File: config.mk
export PLATFORM = sky130hd
export DESIGN_NAME = fu_matrix_ls_seq
export DESIGN_NICKNAME = d
export VERILOG_FILES = /design/src/rtl/datapath_pkg.sv /design/src/rtl/matls_instr_fifo.sv /design/src/rtl/fu_matrix_ls_seq.sv
export SDC_FILE = /design/constraint.sdc
export NUM_CORES = 1
export LEC_CHECK = 0
export ABC_CLOCK_PERIOD_IN_PS = 4450
export CAP_MARGIN = 20
export CELL_PAD_IN_SITES_DETAIL_PLACEMENT = 1
export CELL_PAD_IN_SITES_GLOBAL_PLACEMENT = 1
export CORE_MARGIN = 5
export CORE_UTILIZATION = 44
export DETAILED_ROUTE_END_ITERATION = 12
export PLACE_DENSITY_LB_ADDON = 0.08
export SLEW_MARGIN = 20
export SYNTH_ARGS = -nofsm -noshare
export SYNTH_HDL_FRONTEND = slang
export SYNTH_SLANG_ARGS = --single-unit
File: constraint.sdc
create_clock -name CLK -period 4.45 [get_ports CLK]
set_input_delay 0.89 -clock CLK [delete_from_list [all_inputs] [get_ports CLK]]
set_output_delay 0.89 -clock CLK [all_outputs]
set_load 0.05 [all_outputs]
File: src/rtl/datapath_pkg.sv
// Shared types for the queued matrix load/store unit.
// regbits_t is the architectural matrix register index.
package isa_pkg;
    typedef logic [3:0] regbits_t;
endpackage

package datapath_pkg;
    import isa_pkg::*;

    typedef enum logic [1:0] {
        IDLE = 2'd0,
        REQ  = 2'd1,
        DONE = 2'd2
    } matls_state_t;

    typedef struct packed {
        logic        ls;
        regbits_t    rd;
        logic [31:0] base;
        logic [31:0] stride;
    } matls_entry_t;
endpackage

File: src/rtl/matls_instr_fifo.sv
// Instruction FIFO for the matrix load/store unit.
// Power-of-two depth, so the pointers wrap by overflow.
module matls_instr_fifo
    import datapath_pkg::*;
#(
    parameter int  QDEPTH  = 2,
    parameter type entry_t = matls_entry_t
) (
    input  logic   clk,
    input  logic   rst,
    input  logic   push,
    input  entry_t wdata,
    input  logic   pop,
    output entry_t rdata,
    output logic   empty,
    output logic   full
);
    localparam int PW = $clog2(QDEPTH);
    localparam int CW = $clog2(QDEPTH + 1);

    entry_t          mem_q [QDEPTH];
    logic [PW-1:0]   wptr_q;
    logic [PW-1:0]   rptr_q;
    logic [CW-1:0]   cnt_q;
    logic            do_push;
    logic            do_pop;

    assign empty   = (cnt_q == '0);
    assign full    = (cnt_q == CW'(QDEPTH));
    assign do_push = push && !full;
    assign do_pop  = pop && !empty;
    assign rdata   = mem_q[rptr_q];

    always_ff @(posedge clk or posedge rst) begin
        if (rst) begin
            wptr_q <= '0;
            rptr_q <= '0;
            cnt_q  <= '0;
        end else begin
            if (do_push) wptr_q <= wptr_q + 1'b1;
            if (do_pop)  rptr_q <= rptr_q + 1'b1;
            case ({do_push, do_pop})
                2'b10:   cnt_q <= cnt_q + 1'b1;
                2'b01:   cnt_q <= cnt_q - 1'b1;
                default: cnt_q <= cnt_q;
            endcase
        end
    end

    always_ff @(posedge clk) begin
        if (do_push) mem_q[wptr_q] <= wdata;
    end
endmodule

File: src/rtl/fu_matrix_ls_seq.sv
// Queued matrix load/store unit: expands each instruction into
// ROWS strided scratchpad row requests sequenced on mhit.
module fu_matrix_ls_seq
    import datapath_pkg::*;
#(
    parameter int WORD_W = 32,
    parameter int RD_W   = 4,
    parameter int ROWS   = 4,
    parameter int QDEPTH = 2,
    localparam int RW    = $clog2(ROWS)
) (
    input  logic              CLK,
    input  logic              RST,
    input  logic              enable,
    output logic              ready,
    input  logic              ls_in,
    input  logic [RD_W-1:0]   rd_in,
    input  logic [WORD_W-1:0] rs_in,
    input  logic [WORD_W-1:0] imm_in,
    input  logic [WORD_W-1:0] stride_in,
    input  logic              mhit,
    output logic              mem_ren,
    output logic              mem_wen,
    output logic [WORD_W-1:0] mem_addr,
    output logic [RW-1:0]     mem_row,
    output logic [RD_W-1:0]   mem_rd,
    output logic              done,
    output logic [RD_W-1:0]   done_rd,
    output logic              done_ls,
    output logic              busy
);
    typedef struct packed {
        logic              ls;
        logic [RD_W-1:0]   rd;
        logic [WORD_W-1:0] base;
        logic [WORD_W-1:0] stride;
    } entry_t;

    matls_state_t      state_q, state_d;
    logic              ls_q, ls_d;
    logic [RD_W-1:0]   rd_q, rd_d;
    logic [WORD_W-1:0] addr_q, addr_d;
    logic [WORD_W-1:0] stride_q, stride_d;
    logic [RW-1:0]     row_q, row_d;

    entry_t wentry;
    entry_t head;
    logic   push;
    logic   pop;
    logic   empty;
    logic   full;

    assign push   = enable && ready;
    assign wentry = '{ls: ls_in, rd: rd_in,
                      base: rs_in + imm_in, stride: stride_in};

    matls_instr_fifo #(
        .QDEPTH  (QDEPTH),
        .entry_t (entry_t)
    ) u_fifo (
        .clk   (CLK),
        .rst   (RST),
        .push  (push),
        .wdata (wentry),
        .pop   (pop),
        .rdata (head),
        .empty (empty),
        .full  (full)
    );

    // DONE may pop directly so back-to-back ops skip IDLE.
    always_comb begin
        state_d  = state_q;
        ls_d     = ls_q;
        rd_d     = rd_q;
        addr_d   = addr_q;
        stride_d = stride_q;
        row_d    = row_q;
        pop      = 1'b0;
        unique case (state_q)
            IDLE: pop = !empty;
            REQ: begin
                if (mhit) begin
                    if (row_q == RW'(ROWS - 1)) begin
                        state_d = DONE;
                    end else begin
                        row_d  = row_q + 1'b1;
                        addr_d = addr_q + stride_q;
                    end
                end
            end
            DONE: begin
                state_d = IDLE;
                pop     = !empty;
            end
            default: state_d = IDLE;
        endcase
        if (pop) begin
            state_d  = REQ;
            ls_d     = head.ls;
            rd_d     = head.rd;
            addr_d   = head.base;
            stride_d = head.stride;
            row_d    = '0;
        end
    end

    always_ff @(posedge CLK or posedge RST) begin
        if (RST) begin
            state_q  <= IDLE;
            ls_q     <= 1'b0;
            rd_q     <= '0;
            addr_q   <= '0;
            stride_q <= '0;
            row_q    <= '0;
        end else begin
            state_q  <= state_d;
            ls_q     <= ls_d;
            rd_q     <= rd_d;
            addr_q   <= addr_d;
            stride_q <= stride_d;
            row_q    <= row_d;
        end
    end

    assign ready    = !full;
    assign busy     = !empty || (state_q != IDLE);
    assign mem_ren  = (state_q == REQ) && !ls_q;
    assign mem_wen  = (state_q == REQ) && ls_q;
    assign mem_addr = addr_q;
    assign mem_row  = row_q;
    assign mem_rd   = rd_q;
    assign done     = (state_q == DONE);
    assign done_rd  = rd_q;
    assign done_ls  = ls_q;
endmodule

---- After elaboration in Yosys (flattened, before gate mapping) ----
Memory sizes are Yosys's and may differ from the RTL's.
Index checks and enable logic that the tools add are counted.
operators by class
  add/sub/neg operators ................... 7
  reduce and logical (&&, ||, !) cells .... 18
  equal/unequal tests ..................... 10
  muxes and demuxes ....................... 16
operators by type and width
  operator                                              count
  two-way mux 32 bit                                    4
  adder 32 bit                                          2
  two-way mux 2 bit                                     7
  equality test 2 bit (second input constant)           4
  one-hot mux 2 bit (2 select lines)                    2
  nonzero test 2 bit                                    4
  != test 3 x 2 -> 1 bit (second input constant)        2
  AND reduction 3 bit                                   2
  logical AND 1 bit                                     5
  adder 2 x 1 -> 2 bit (second input constant)          2
  equality test 2 x 1 -> 1 bit (second input constant)  2
  logical NOT 2 bit                                     2
  != test 2 x 1 -> 1 bit (second input constant)        2
  logical NOT 1 bit                                     3
  two-way mux 1 bit                                     3
  adder 1 bit (second input constant)                   2
  OR reduction 2 bit                                    1
  subtractor 2 x 1 -> 2 bit (second input constant)     1
  logical OR 1 bit                                      1
word-level totals
  bits of input ports ..................... 105
  memory bits (writable) .................. 138
  memories kept ........................... 1
  logic and storage cells ................. 61
  bits in registers ....................... 77
memory list
  name          depth  bits a word  rd ports  clocked after Yosys merged registers in  wr ports  RTL line                text
  u_fifo.mem_q  2      69           1         0                                        1         matls_instr_fifo.sv:21  entry_t mem_q [QDEPTH];

---- Logic depth before layout (Yosys ltp) ----
Gate-level depths: netlist of the first run.
  word-level depth ........................ 6
  depth in mapped cells ................... 12
  mapped depth without buffers ............ 12

---- Cells and area by module ----
A second synthesis of the first run with hierarchy kept.
unflattened totals
  cells, all modules ...................... 935
  area total of the unflattened synthesis .. 11780.0 um2
by module, submodules not included
  module            area each (um2)  cells each  times used  sequential area each (um2)
  fu_matrix_ls_seq  6248.5           701         1           1826.8
  matls_instr_fifo  5531.6           234         1           4244.1

---- Least setup slack after synthesis of the first run ----
No wires, ideal clock.
  kind .................................... flip-flop to flip-flop
  from .................................... reg u_fifo.cnt_q[0]
  to ...................................... mem u_fifo.mem_q[0][0] (netlist bit) (enable)
  required time ........................... 3953 ps
  library setup time ...................... 497 ps
  slack ................................... -15 ps
  cell stages (with the launch flop) ...... 4
  arrival time ............................ 3969 ps
  period minus slack after synthesis ...... 4465 ps
  cell sequence ........................... dfrtp_1 nand2b_1 nand2_1 nor2_1
on the way
  longest elaborated chain between the ends .. 6
ends and longest elaborated chain
  what                                       RTL line                 text
  start, declared                            matls_instr_fifo.sv:24   logic [CW-1:0] cnt_q;
  start signal, assigned                     matls_instr_fifo.sv:43   2'b10: cnt_q <= cnt_q + 1'b1;
  start signal, assigned                     matls_instr_fifo.sv:44   2'b01: cnt_q <= cnt_q - 1'b1;
  start signal, assigned                     matls_instr_fifo.sv:45   default: cnt_q <= cnt_q;
  equality test 2 bit *                      matls_instr_fifo.sv:29   assign full = (cnt_q == CW'(QDEPTH));
  logical NOT 1 bit *                        fu_matrix_ls_seq.sv:126  assign ready = !full;
  named net ready                            fu_matrix_ls_seq.sv:15   output logic ready,
  logical AND 1 bit                          fu_matrix_ls_seq.sv:53   assign push = enable && ready;
  logical AND 1 bit *                        matls_instr_fifo.sv:30   assign do_push = push && !full;
  two-way mux 1 bit *                        matls_instr_fifo.sv:51   if (do_push) mem_q[wptr_q] <= wdata;
  two-way mux 1 bit (not written as such) *  matls_instr_fifo.sv:51
  end, declared                              matls_instr_fifo.sv:21
The timed path passes the listed nets; every way through them passes the cells marked *.

==> run summary, run 1 <==
status = finished clean
synthesized area = 11,000 um2
Clock transition at path regs = 0.06 ns
Synth Register Bits = 215
cts hold-fix bufs = 0
die area = 28,100 um2
Hold WS = 0.485 ns
share of the synthesized area in the top cell type = 37.8%
Multi-input gate area = 4690 um2
Core ar. = 24,400 um2
CP arrival = 4.01 ns
Crit Path Max Fanout = 3
r2r startpoint = mem_addr[14]$_DFFE_PP0P_
vias in the first global route = 8,211
Pins Over Slew Limit = 0
fill count = 2,557
Max Root-Sink Buffers = 3
first-pass GRT wire length = 44,000 um
Post-DP HPWL = 19,700 um
Hold Path Origin = stride_q[2]$_DFFE_PP0P_
Seq/Total Area, Yosys = 55.4%
TritonCTS buffer count = 23
Starting Density = 44.9%
min-delay worst type = reg -> reg
drt first pass iters = 4
Cell Rows = 57
Final nets = 1,239
clock insertion delay at the later pin of the skew report = 0.50 ns
pwr dens = 783 nW/um2
Final TNS setup = 0 ns
root buffer cell = clkbuf_16
Setup-failing EPs final = 0
largest net degree at the start of global routing = 83
leakage = 5.37 nW
count of cell types in the netlist = 61
CP Launch Type = primary input
max-cap viol count = 0
Die Wd = 168 um
maximum clock rate = 266 MHz
final core occ = 55.5%
wire per inst = 19.4 um
Reg area = 6070 um2
worst slew pin tran = 1.03 ns
io pins = 153
Slew HR = 30.9%
RSZ-0062 raised after global routing = false
Total Routed Length = 27,300 um
Die Ht = 168 um
critical path required time = 4.70 ns
depth of the CTS H-tree = 1
vias = 7,702
antenna cells = 0
via/cell ratio = 5.47
post-synthesis net count = 1,092
cells after synthesis = 921
post-cts resize count = 0
Sink Count = 215
main flop type after synthesis = edfxtp_1
CP Capture Type = flop
fin crit share = 84.5%
Post-synth EDFFs = 138
grt ovf = 0
hold path cells = 2
yosys warns = 0
post-synth top area cell = edfxtp_1
Worst Hold Endpoint = stride_q[2]$_DFFE_PP0P_
Mean Syn Cell Area = 11.9 um2
fraction of registers with async set/reset = 35.8%
final antenna-violating net count = 0
final count of hold timing violations = 0
VDD IR-drop max = 0.480 mV
area grow syn2layout = 23.6%
DR DRC count = 0
total track usage = 19.2%
r2r setup slk = 1.22 ns
Post CTS Setup Buffer Count = 0
Inst Count DP = 1,367
Reg2Reg Depth = 11
GP Congestion = 0.833
CTS tree = built
port bufs = 152
antenna violations before repair = 0
synth top area cells = edfxtp_1 (38%), dfrtp_1 (18%), ha_1 (7.3%)
final std cells w/o fill = 1,407
DRT iter0 DRCs = 459
CP Class = in -> reg
min Tclk post-route = 3.76 ns
final setup skew = 0.00828 ns
layout cell share with drive strength beyond 1 = 6.56%
RR Endpoint = mem_addr[31]$_DFFE_PP0P_
-- where the power goes --
part	total, W	internal, W	switching (W)
logic	0.00531	0.00209	0.00322
registers	0.00341	0.00289	0.000516
clock network	0.00187	0.00113	0.000743
-- sequential cells by signal (all words and copies together), names as in the netlist --
name and count:
u_fifo.mem_q 138, mem_addr 32, done_rd 4, done_ls 1, state_q 2, u_fifo.cnt_q 2
u_fifo.wptr_q 1, stride_q 32, u_fifo.rptr_q 1, mem_row 2
-- stage by stage --
stage,total power (W),area (um2),setup slack (ns)
final,0.0106,13500,0.692
after floorplan,0.00721,11000,1.00
after global placement,0.00861,12800,0.249
after detailed placement,0.00877,12800,0.149
after global routing,0.0113,13500,0.468
after CTS,0.0107,13500,0.682
-- cell type report --
cell class | instances | share of cell area, %
Clock buffer | 33 | 4.82
Clock inverter | 7 | 0.638
Inverter | 11 | 0.314
Multi-Input combinational cell | 657 | 34.6
Sequential cell | 215 | 44.9
Tap cell | 324 | 2.99
Timing Repair Buffer | 160 | 11.8
-- Yosys cell counts (11+ instances only) --
cell	instances
edfxtp_1	138
nand2_1	82
a21oi_1	77
dfrtp_1	77
ha_1	64
o21ai_0	64
mux2i_1	62
xnor2_1	44
nor2_1	41
a21o_1	25
clkbuf_1	24
a211oi_1	17
nor2b_1	17
xor2_1	17
a31oi_1	13
inv_1	11
nand2b_1	11
-- cells in the final DEF (no fill, tap or decap), types with 23 or more instances in the layout --
cell	netlist	final
a21o_1	25	25
a21oi_1	77	77
clkbuf_16	0	23
clkdlybuf4s50_1	0	151
dfrtp_1	77	76
edfxtp_1	138	138
ha_1	64	64
mux2i_1	62	62
nand2_1	82	82
nor2_1	41	40
o21ai_0	64	64
xnor2_1	44	44
-- critical path, cell delays in order --
cell and delay (ns):
clkdlybuf4s50_1 0.41, ha_1 0.28, fa_1 0.42, a21oi_1 0.24, o21ai_0 0.22, a21boi_2 0.24, o21ai_1 0.12, a21oi_2 0.21
o31ai_1 0.15, a211o_1 0.32, a22o_1 0.24, a211o_1 0.27
-- cells by family after synthesis --
group / Yosys count / share of synthesized area (%)
simple gates: 191 / 8.05
flops: 215 / 55.4
fa+ha+maj: 66 / 7.68
compound gates: 269 / 15.5
mux: 69 / 6.39
xor+xnor: 62 / 5.03
buf+inv: 49 / 1.91
-- layer usage --
layer | GRT usage (%) | wire (um) | vias to the layer above
met3 | 3.06 | 1130 | 27
met2 | 32.1 | 13000 | 145
met4 | 3.49 | 348 | 0
met5 | 0 | 0 | -
li1 | - | - | 3730
met1 | 26.8 | 12900 | 3800
-- worst max-delay path by stage --
stage / startpoint / to / cells after the start
after floorplan: rs_in[0] / u_fifo.mem_q[0][62]$_DFFE_PP_ / 11
after global placement: rs_in[0] / u_fifo.mem_q[0][62]$_DFFE_PP_ / 12
after detailed placement: imm_in[0] / u_fifo.mem_q[0][62]$_DFFE_PP_ / 12
after CTS: rs_in[0] / u_fifo.mem_q[0][62]$_DFFE_PP_ / 12
after global routing: imm_in[0] / u_fifo.mem_q[0][62]$_DFFE_PP_ / 13
final: rs_in[0] / u_fifo.mem_q[0][62]$_DFFE_PP_ / 12
(Power assumes the default switching activity.)
==> run 2, diff against run 1 <==
--- a/config.mk
+++ b/config.mk
@@ -5,12 +5,12 @@
 export SDC_FILE = /design/constraint.sdc
 export NUM_CORES = 1
 export LEC_CHECK = 0
-export ABC_CLOCK_PERIOD_IN_PS = 4450
+export ABC_CLOCK_PERIOD_IN_PS = 3110
 export CAP_MARGIN = 20
 export CELL_PAD_IN_SITES_DETAIL_PLACEMENT = 1
 export CELL_PAD_IN_SITES_GLOBAL_PLACEMENT = 1
 export CORE_MARGIN = 5
-export CORE_UTILIZATION = 44
+export CORE_UTILIZATION = 40
 export DETAILED_ROUTE_END_ITERATION = 12
 export PLACE_DENSITY_LB_ADDON = 0.08
 export SLEW_MARGIN = 20
==> constraint.sdc (replaced) <==
create_clock -name CLK -period 3.11 [get_ports CLK]
set_input_delay 0.622 -clock CLK [delete_from_list [all_inputs] [get_ports CLK]]
set_output_delay 0.622 -clock CLK [all_outputs]
set_load 0.05 [all_outputs]
==> run 2 against run 1 <==
  * Global-route usage decreased by 1.4 points
  * Non-clock buffer count increased by 63
  * Power increased by 47%
  * Critical path type unchanged
  * Critical endpoint unchanged
  * Largest cell class unchanged
==> run summary, run 2 (synthesized netlist as in run 1, its figures left out) <==
status = finished clean
r2r startpoint = mem_addr[17]$_DFFE_PP0P_
first-pass GRT wire length = 44,600 um (+1.3%)
most frequent cells in the layout = clkdlybuf4s50_1 (147), edfxtp_1 (138), nand2_1 (82), dfrtp_1 (76), a21oi_1 (75)
DRT iter0 DRCs = 379 (-17%)
area grow syn2layout = 30.0%
Starting Density = 40.6% (-4.3 points)
vias = 7,824 (+1.6%)
Final nets = 1,301 (+5.0%)
io pins = 153 (unchanged)
Pins Over Slew Limit = 0 (unchanged)
Max Root-Sink Buffers = 3 (unchanged)
GP Congestion = 0.793 (-4.8%)
depth of the CTS H-tree = 1 (unchanged)
drt first pass iters = 4 (unchanged)
die area = 30,800 um2 (+9.4%)
highest-delay cell along the critical path = clkdlybuf4s50_1
Area after DPL = 13,200 um2 (+3.5%)
Clock transition at path regs = 0.06 ns (about the same)
CP peak stage delay = 0.42 ns (about the same)
final setup skew = 0.00816 ns (-0.000115 ns)
worst slew pin tran = 0.742 ns (-0.290 ns)
antenna cells = 0 (unchanged)
CP Class = in -> reg
largest net degree at the start of global routing = 70 (-16%)
Sink Count = 215 (unchanged)
Crit Path Max Fanout = 3 (unchanged)
Largest delay share family, worst path = compound AO/OA/AOI/OAI gates
Die Wd = 175 um (+4.6%)
Biggest register = u_fifo.mem_q
CP Launch Type = primary input
Cell Rows = 60 (+5.3%)
DR DRC count = 0 (unchanged)
via/cell ratio = 5.26 (-3.9%)
Total Routed Length = 28,100 um (+2.6%)
final core occ = 52.8% (-2.7 points)
maximum clock rate = 331 MHz
fin crit share = 97.2%
layout cell share with drive strength beyond 1 = 13.6% (+7.1 points)
RR Endpoint = mem_addr[28]$_DFFE_PP0P_
post-layout instance area = 14,200 um2 (+5.1%)
wire per inst = 18.9 um (-2.9%)
max-cap viol count = 0 (unchanged)
total track usage = 17.8% (-1.4 points)
leakage = 5.72 nW (+6.5%)
vias in the first global route = 8,221 (+0.12%)
VDD IR-drop max = 0.469 mV (-2.3%)
min-delay worst type = in -> async
final worst setup slack = 0.0881 ns (-0.604 ns)
Slew HR = 50.6% (+20 points)
final std cells w/o fill = 1,487 (+5.7%)
Reg2Reg Depth = 10 (-1)
CP cell instances = clkdlybuf4s50_1, ha_1, a21o_1, a211oi_2, a21boi_2, o21ai_2, a21oi_2, o31ai_4, a211o_1, a22o_1, a211o_1
CP Capture Type = flop
Buf/Inv on CP = 1 (unchanged)
clock insertion delay at the later pin of the skew report = 0.49 ns (about the same)
CP arrival = 3.26 ns (-0.75 ns)
Place WS = -0.533 ns (-0.682 ns)
Inst Count DP = 1,435 (+5.0%)
final antenna-violating net count = 0 (unchanged)
CP dominant cell by count = a211o_1
Final TNS setup = 0 ns (unchanged)
critical path required time = 3.35 ns (-1.35 ns)
pwr dens = 1090 nW/um2 (+39%)
Die Ht = 175 um (+4.6%)
TritonCTS buffer count = 22 (-4.3%)
r2r setup slk = 0.14 ns (-1.08 ns)
commonest non-fill, non-tap cell in the layout = clkdlybuf4s50_1
Setup-failing EPs final = 0 (unchanged)
CTS tree = built
Post-DP HPWL = 20,200 um (+2.6%)
grt ovf = 0 (unchanged)
port bufs = 152 (unchanged)
antenna violations before repair = 2 (+2)
max reg flops = 138 (unchanged)
min Tclk post-route = 3.02 ns
Core ar. = 27,000 um2 (+10%)
root buffer cell = clkbuf_16
final count of hold timing violations = 0 (unchanged)
[run 2: changes by cell type in the layout (fill, tap and decap cells not counted), moves of 3 or more]
cell             previous run  this run
buf_12                      1         4
ha_4                        0         6
dlymetal6s2s_1              0         4
ha_1                       64        55
clkdlybuf4s50_1           151       147
ha_2                        0         3
a31oi_1                    13        10
o21ai_2                     1         4
buf_4                       8        68
clkbuf_8                    4         1
[run 2: worst max-delay path by stage]
stage / from / end / slack, ns / cells after the start
floorplan: rs_in[0] / u_fifo.mem_q[0][62]$_DFFE_PP_ / 0.05 / 11
global placement: rs_in[0] / u_fifo.mem_q[0][62]$_DFFE_PP_ / -0.46 / 12
detailed placement: rs_in[1] / u_fifo.mem_q[1][57]$_DFFE_PP_ / -0.53 / 11
CTS: rs_in[0] / u_fifo.mem_q[0][62]$_DFFE_PP_ / 0.009 / 12
global route: mem_addr[10]$_DFFE_PP0P_ / mem_addr[28]$_DFFE_PP0P_ / -0.01 / 11
finish: rs_in[6] / u_fifo.mem_q[0][62]$_DFFE_PP_ / 0.09 / 11
[run 2: worst register-to-register path, delay by kind of cell, from the launching register on]
family | cells | cell delay [ns]
adder cells (fa/ha/maj) | 1 | 0.35
AND/OR/NAND/NOR | 1 | 0.24
multiplexers | 1 | 0.23
AO/OA/AOI/OAI | 7 | 1.58
flip-flops | 1 | 0.44
[run 2: per-layer routing]
metal	routed length (um)	global-route usage, %	up-vias
met5	27	0	-
met4	223	2.40	4
met3	1310	3.08	17
met2	13000	29.5	146
met1	13400	25.4	3786
li1	-	-	3871
[run 2: timing repair]
item / 4_1_cts / 5_1_grt
gates resized for setup: 2 / 33
setup endpoints to repair: 6 / 24
setup buffers: 0 / 12
hold buffers: 0 / 0
gates cloned: 0 / 0
pin swaps: 1 / 22
[run 2: area by class of cell]
cell class | instances | area [um2]
Fill cell | 2818 | 12700
Sequential cell | 215 | 6070
Clock inverter | 8 | 86.3
Tap cell | 341 | 427
Multi-Input combinational cell | 657 | 4870
Clock buffer | 32 | 619
Timing Repair Buffer | 223 | 2110
Inverter | 11 | 42.5
[run 2: where the power goes]
part / leakage, nW / internal (W) / switching, W
combinational: 3.17 / 0.00337 / 0.00474
clock: 0.345 / 0.00155 / 0.00104
sequential: 2.21 / 0.00413 / 0.000704
[run 2: per-stage QoR]
stage                     hold WS (ns)  power, W
final                            0.453    0.0155
after global routing             0.494    0.0167
after CTS                        0.462    0.0155
after detailed placement         0.480    0.0128
after global placement           0.472    0.0126
after floorplan                  0.454    0.0103
